**src/rtl/counter_ctrl_defs_pkg.sv**
```systemverilog
// Shared definitions for the counter control stage: FSM state codes and
// the CONTROL direction levels.
package counter_ctrl_defs;

    typedef enum logic [1:0] {
        ST_IDLE = 2'b00,
        ST_RUN  = 2'b01,
        ST_TURN = 2'b10
    } state_e;

    localparam logic CONTROL_UP   = 1'b1;
    localparam logic CONTROL_DOWN = 1'b0;

endpackage

```
**src/rtl/counter_ctrl_input_button_filter.sv**
```systemverilog
// One push-button front end: 2-flop synchroniser, debounce filter and a
// one-cycle pulse on each accepted press (filtered 0->1 transition).
module button_filter #(
    parameter int unsigned DEBOUNCE_CYCLES = 16
) (
    input  logic clk,
    input  logic rst,
    input  logic btn_raw,
    output logic press
);

    localparam int unsigned DBW = $clog2(DEBOUNCE_CYCLES + 1);

    logic           sync1_q;
    logic           sync2_q;
    logic           level_q;
    logic           level_d;
    logic           level_dly_q;
    logic [DBW-1:0] cnt_q;
    logic [DBW-1:0] cnt_d;

    // The counter reaching DEBOUNCE_CYCLES is folded into the same edge as
    // the level update, so the counter itself never holds that value.
    always_comb begin
        level_d = level_q;
        cnt_d   = '0;
        if (sync2_q != level_q) begin
            if (cnt_q == DBW'(DEBOUNCE_CYCLES - 1)) begin
                level_d = sync2_q;
            end else begin
                cnt_d = cnt_q + 1'b1;
            end
        end
    end

    always_ff @(posedge clk) begin
        if (rst) begin
            sync1_q     <= 1'b0;
            sync2_q     <= 1'b0;
            cnt_q       <= '0;
            level_q     <= 1'b1;
            level_dly_q <= 1'b1;
        end else begin
            sync1_q     <= btn_raw;
            sync2_q     <= sync1_q;
            cnt_q       <= cnt_d;
            level_q     <= level_d;
            level_dly_q <= level_q;
        end
    end

    assign press = level_q & ~level_dly_q;

endmodule

```
**src/rtl/counter_ctrl_input.sv**
```systemverilog
// Run/stop, direction and clear sequencing for the up/down counter, with a
// paused turnaround whenever direction changes while running.
module counter_ctrl_input
    import counter_ctrl_defs::*;
#(
    parameter int unsigned DEBOUNCE_CYCLES = 16,
    parameter int unsigned TURN_CYCLES     = 2
) (
    input  logic       CLOCK,
    input  logic       RESET,
    input  logic       BTN_RUN,
    input  logic       BTN_DIR,
    input  logic       BTN_CLR,
    output logic       ENABLE,
    output logic       CONTROL,
    output logic       CLR_REQ,
    output logic [1:0] STATE
);

    localparam int unsigned TCW = $clog2(TURN_CYCLES + 1);

    logic           run_press;
    logic           dir_press;
    logic           clr_press;

    state_e         state_q;
    state_e         state_d;
    logic           enable_q;
    logic           enable_d;
    logic           control_q;
    logic           control_d;
    logic           clr_req_q;
    logic           clr_req_d;
    logic [TCW-1:0] turn_cnt_q;
    logic [TCW-1:0] turn_cnt_d;

    button_filter #(.DEBOUNCE_CYCLES(DEBOUNCE_CYCLES)) u_run (
        .clk     (CLOCK),
        .rst     (RESET),
        .btn_raw (BTN_RUN),
        .press   (run_press)
    );

    button_filter #(.DEBOUNCE_CYCLES(DEBOUNCE_CYCLES)) u_dir (
        .clk     (CLOCK),
        .rst     (RESET),
        .btn_raw (BTN_DIR),
        .press   (dir_press)
    );

    button_filter #(.DEBOUNCE_CYCLES(DEBOUNCE_CYCLES)) u_clr (
        .clk     (CLOCK),
        .rst     (RESET),
        .btn_raw (BTN_CLR),
        .press   (clr_press)
    );

    always_comb begin
        state_d    = state_q;
        enable_d   = enable_q;
        control_d  = control_q;
        clr_req_d  = 1'b0;
        turn_cnt_d = '0;
        if (clr_press) begin
            clr_req_d = 1'b1;
            state_d   = ST_IDLE;
            enable_d  = 1'b0;
        end else begin
            case (state_q)
                ST_IDLE: begin
                    enable_d = 1'b0;
                    if (dir_press) control_d = ~control_q;
                    if (run_press) begin
                        state_d  = ST_RUN;
                        enable_d = 1'b1;
                    end
                end
                ST_RUN: begin
                    enable_d = 1'b1;
                    if (run_press) begin
                        state_d  = ST_IDLE;
                        enable_d = 1'b0;
                        if (dir_press) control_d = ~control_q;
                    end else if (dir_press) begin
                        state_d  = ST_TURN;
                        enable_d = 1'b0;
                    end
                end
                ST_TURN: begin
                    // Toggle lands on the first edge in TURN even if a run
                    // press aborts the turnaround on that same edge.
                    enable_d   = 1'b0;
                    turn_cnt_d = turn_cnt_q + 1'b1;
                    if (turn_cnt_q == '0) control_d = ~control_q;
                    if (run_press) begin
                        state_d    = ST_IDLE;
                        turn_cnt_d = '0;
                    end else if (turn_cnt_q == TCW'(TURN_CYCLES - 1)) begin
                        state_d    = ST_RUN;
                        enable_d   = 1'b1;
                        turn_cnt_d = '0;
                    end
                end
                default: begin
                    state_d  = ST_IDLE;
                    enable_d = 1'b0;
                end
            endcase
        end
    end

    always_ff @(posedge CLOCK) begin
        if (RESET) begin
            state_q    <= ST_IDLE;
            enable_q   <= 1'b0;
            control_q  <= CONTROL_UP;
            clr_req_q  <= 1'b0;
            turn_cnt_q <= '0;
        end else begin
            state_q    <= state_d;
            enable_q   <= enable_d;
            control_q  <= control_d;
            clr_req_q  <= clr_req_d;
            turn_cnt_q <= turn_cnt_d;
        end
    end

    assign ENABLE  = enable_q;
    assign CONTROL = control_q;
    assign CLR_REQ = clr_req_q;
    assign STATE   = state_q;

endmodule

```
**config.mk**
```make
export PLATFORM = sky130hd
export DESIGN_NAME = counter_ctrl_input
export DESIGN_NICKNAME = d
export VERILOG_FILES = /design/src/rtl/counter_ctrl_defs_pkg.sv /design/src/rtl/counter_ctrl_input_button_filter.sv /design/src/rtl/counter_ctrl_input.sv
export SDC_FILE = /design/constraint.sdc
export NUM_CORES = 1
export LEC_CHECK = 0
export ABC_AREA = 1
export BUFFER_PORTS_ARGS = -buffer_cell sky130_fd_sc_hd__buf_4
export CAP_MARGIN = 20
export CORE_MARGIN = 2
export CORE_UTILIZATION = 35
export CTS_BUF_LIST = sky130_fd_sc_hd__clkbuf_16
export DETAILED_ROUTE_END_ITERATION = 10
export SLEW_MARGIN = 0
export SYNTH_ARGS = -nofsm -noshare
export SYNTH_HDL_FRONTEND = slang
export SYNTH_SLANG_ARGS = --single-unit
```
**constraint.sdc**
```tcl
create_clock -name CLOCK -period 3.9 [get_ports CLOCK]
set_input_delay 0.78 -clock CLOCK [delete_from_list [all_inputs] [get_ports CLOCK]]
set_output_delay 0.78 -clock CLOCK [all_outputs]
set_load 0.01 [all_outputs]
```
* Yosys cells after proc, flatten, opt, wreduce, memory -nomap -nowiden
Cells that the tools add are included.
** Operators by class
- $add $sub $neg :: 4
- Equality and inequality tests :: 14
- Muxes and demuxes :: 17
- Bitwise operators :: 12
- Reduce and logical (&&, ||, !) cells :: 13
** Operators by type and width (number)
- $add A5 B1 Y5 const B :: 3
- $eq A5 B4 Y1 const B :: 3
- $mux W2 :: 5
- $mux W1 :: 9
- $not A1 Y1 :: 9
- $reduce_or A3 Y1 :: 3
- $ne A2 B2 Y1 const B :: 3
- $ne A3 B3 Y1 const B :: 2
- $pmux W1 S3 :: 2
- $pmux W2 S3 :: 1
- $reduce_and A2 Y1 :: 3
- $reduce_or A5 Y1 :: 1
- $eq A2 B1 Y1 const B :: 2
- $logic_not A2 Y1 :: 2
- $reduce_and A4 Y1 :: 1
- $and A1 B1 Y1 :: 3
- $ne A1 B1 Y1 :: 3
- $reduce_and A3 Y1 :: 1
- $reduce_bool A3 Y1 :: 1
- $add A2 B1 Y2 const B :: 1
- $eq A2 B2 Y1 const B :: 1
- $reduce_or A2 Y1 :: 1
** Word-level totals
- Flip-flop bits (word level) :: 34
- Input port bits :: 5
- Word-level logic and storage cells :: 80

* Logic depth before layout (Yosys ltp)
- Depth in word-level cells :: 5
- Depth in mapped cells :: 7
- Depth with buffers taken out :: 7

* Cells and area by module
A second synthesis with hierarchy kept.
** Second synthesis, totals
- Cell total of the unflattened synthesis :: 165
- Area, all modules :: 1366.3 um^2
** By module, submodules not included
- button_filter :: instances 3, cells each 39, area an instance 340.3 um^2, sequential area each 180.2 um^2
- counter_ctrl_input :: instances 1, cells each 48, area an instance 345.3 um^2, sequential area each 140.1 um^2

* Least setup slack after synthesis
OpenSTA, ideal clock, no wires.
- Kind :: input -> register
- Start point :: input port RESET
- End point :: register u_clr.cnt_q[2]
- Library setup time :: 0.078 ns
- Data arrival time :: 1.220 ns
- Path slack :: 2.601 ns
- Cell stages on the path :: 3
- Path buffers :: 0
- Path through :: inv_1 -> o211ai_1 -> nor3_1
** On the way
- Cells in the longest elaborated chain, start to end :: 1
** RTL lines
- start: declaration :: RTL line counter_ctrl_input.sv:10 : input logic RESET,
- $reduce_or A3 Y1 (no source line)
- end signal: assignment :: RTL line counter_ctrl_input_button_filter.sv:46 : cnt_q <= cnt_d;
- end: declaration :: RTL line counter_ctrl_input_button_filter.sv:19 : logic [DBW-1:0] cnt_q;
Every way passes these cells.
A chain may end at the register's enable or synchronous reset.

* Worst setup path in the final report
- Start point :: register state_q[1], in the netlist STATE[1]
- End point :: output port STATE[1]
** RTL lines
- start: declaration :: RTL line counter_ctrl_input.sv:26 : state_e state_q;
- start signal: assignment :: RTL line counter_ctrl_input.sv:120 : state_q <= state_d;
- end: declaration :: RTL line counter_ctrl_input.sv:17 : output logic [1:0] STATE
No word-level cell between the ends.

==> impl_metrics.yaml <==
worst_setup_path:
  max_stage_delay_ns: 0.41
  cpLargestDelayFamily: "flip-flops"
  path_cells: "buf_4"
  critPathCaptureType: "output pin"
  regToRegSetupSlack_ns: 2.47
  path_class: "reg -> out"
  critPathArrivalTime_ns: 0.84
  crit_slowest_cell: "dfxtp_1"
  critPathMaxFanout: 6
  start_kind: "flop"
  path_buf_inv: 1
  cp_data_required_time_ns: 3.12
final_layout:
  nets: 192
  final_common_cell: "dfxtp_1"
  layout_common_cells: "34 x dfxtp_1, 33 x inv_1, 28 x nor2_1"
  syn_to_final_growth_pct: 19.9
  antenna_cells: 0
  drive_above_1_share: 0.106
route:
  dr.pass1.iters: 4
  drt_iter0_drc: 24
  routedWlPerCell_um: 8.54
  drcViolationCount: 0
  vias_per_cell: 4.23
  detail-route-antenna-nets: 0
  routed_wl_um: 1950
  num_vias: 964
synth:
  syn-num-nets: 177
  synth-compound-area-share: 0.0784
  syn_avg_cell_area_um2: 7.98
  synth_seq_cells: 34
  synth_area_leaders: "dfxtp_1 52%, inv_1 9.2%, nor2_1 8.0%"
  synth_cell_types: 15
  synth-simple-area-share: 0.224
  synth-xor-area-share: 0
  synthCells: 164
  yosysTopAreaCellShare: 0.520
  synth_area_um2: 1310
  synth_seq_area_share: 0.520
  synth-adder-area-share: 0.0765
  yosysWarnings: 0
  synth_top_family_by_area: "simple AND/OR/NAND/NOR gates"
  synth_mux_area_frac: 0
  synth_top_area_cell: "dfxtp_1"
power_and_ir_drop:
  p_per_area_nw_per_um2: 478
  p_leak_nw: 0.743
  irDropWorstVdd_mv: 0.265
clock_network:
  ctsResizeCount: 0
  cts_tree: "done"
  clk_root_buffer_cell: "clkbuf_16"
  cts_max_path_buffers: 2
  htreeDepth: 2
  cts_setup_buffers: 0
  ctsHoldBuffers: 0
  path_clk_slew_ns: 0.05
  clock_latency_ns: 0.27
  clock-sinks: 34
  cts_inserted_buffers: 5
die:
  core_area_um2: 3630
  rows: 22
  ios: 10
  die_h_um: 65.2
  dieArea_um2: 4240
  start_util: 0.360
  die_w_um: 65.2
sta:
  whs_ns: 0.399
  setup_violations: 0
  hold_violations: 0
  slew_headroom: 0.723
  period_share: 0.416
  fin_crit_ns: 1.62
  max_slew.worst_pin.slew_ns: 0.414
  fmax_mhz: 617
  slew_viol_final: 0
  grt_setup_unrepaired: "false"
  setup_tns_ns: 0
  finClkSkew_ns: 0.00637
  setup_ws_ns: 2.28
global_route:
  antenna_found_initial: 0
  grt_max_degree: 12
  grt_pass1_vias: 915
  grt_overflow_total: 0
  grt_first_pass_wirelength_um: 3680
  grtUsageTotal: 0.113
worst_hold_path:
  hold_class: "reg -> reg"
placement:
  port_buffers: 9
  place_congestion: 0.764
  hpwlAfterDp_um: 1410
  dp_slack_ns: 2.24
status:
  status: "completed"
job:
  maxCapViolCount: 0
==> where the power goes <==
| group | switching [W] | internal [W] | total (W) | leakage (nW) |
|---|---|---|---|---|
| logic | 0.0000135 | 0.0000107 | 0.0000242 | 0.394 |
| clock network | 0.000130 | 0.000230 | 0.000360 | 0.0724 |
| registers | 0.00000745 | 0.000358 | 0.000366 | 0.277 |
| total | 0.000150 | 0.000599 | 0.000749 | 0.743 |
==> sequential cells by signal, summed over array words and instances, names as in the netlist, 2 cells and up <==
signal	count
turn_cnt_q	2
u_clr.cnt_q	5
u_dir.cnt_q	5
u_run.cnt_q	5
STATE	2
==> layout make-up <==
type                    instances  area [um^2]
well taps                      48         60.1
inverters                      34          128
multi-input cells              95          495
flip-flops and latches         34          681
clock buffers                   5          125
clock inverters                 3         12.5
repair buffers                  9         67.6
fillers                       373         2060
==> stage by stage <==
| step | total power (W) | cell area, um^2 | cells | utilization |
|---|---|---|---|---|
| floorplan | 0.000389 | 1310 | 164 | - |
| global placement | 0.000396 | 1430 | 220 | 0.394 |
| detailed placement | 0.000397 | 1430 | 220 | 0.394 |
| CTS | 0.000765 | 1570 | 228 | 0.432 |
| global route | 0.000790 | 1570 | 228 | 0.432 |
| finish | 0.000749 | 1570 | 228 | 0.432 |
==> kinds of logic (layout without fill, tap and decap cells) <==
| kind of cell | Yosys count | in the layout |
|---|---|---|
| simple gates | 69 | 69 |
| buf+inv | 35 | 51 |
| flops | 34 | 34 |
| compound gates | 18 | 18 |
| fa+ha+maj | 8 | 8 |
==> per-layer routing <==
metal	part of all wire	GRT usage	vias to the layer above	wire length, um
met5	0	0	-	0
met3	0.045	0.0411	2	88
met1	0.53	0.142	409	1020
met2	0.43	0.175	12	828
li1	-	-	541	-
met4	0.0036	0.0469	0	7
==> cells in the mapped netlist <==
cell type,instances
nand4_1,3
buf_2,1
o211ai_1,5
nand2_1,23
dfxtp_1,34
a21oi_1,10
inv_2,2
o21ai_0,3
nor2_4,1
nor2_1,28
ha_1,8
inv_1,32
nor3_1,3
nand3_1,10
nor2_2,1
==> path summary, 6_finish.rpt <==
| path | start | end | depth (start not counted) |
|---|---|---|---|
| worst max-delay path | STATE[1]$_SDFFE_PP0P_ | STATE[1] | 1 |
| worst min-delay path | u_dir.sync1_q$_SDFF_PP0_ | u_dir.sync2_q$_SDFF_PP0_ | 2 |
| worst max register to register | u_clr.cnt_q[0]$_SDFF_PP0_ | u_clr.cnt_q[2]$_SDFF_PP0_ | 7 |
| worst min register to register | u_dir.sync1_q$_SDFF_PP0_ | u_dir.sync2_q$_SDFF_PP0_ | 2 |
Note: power is estimated with default switching activity, not from simulation.
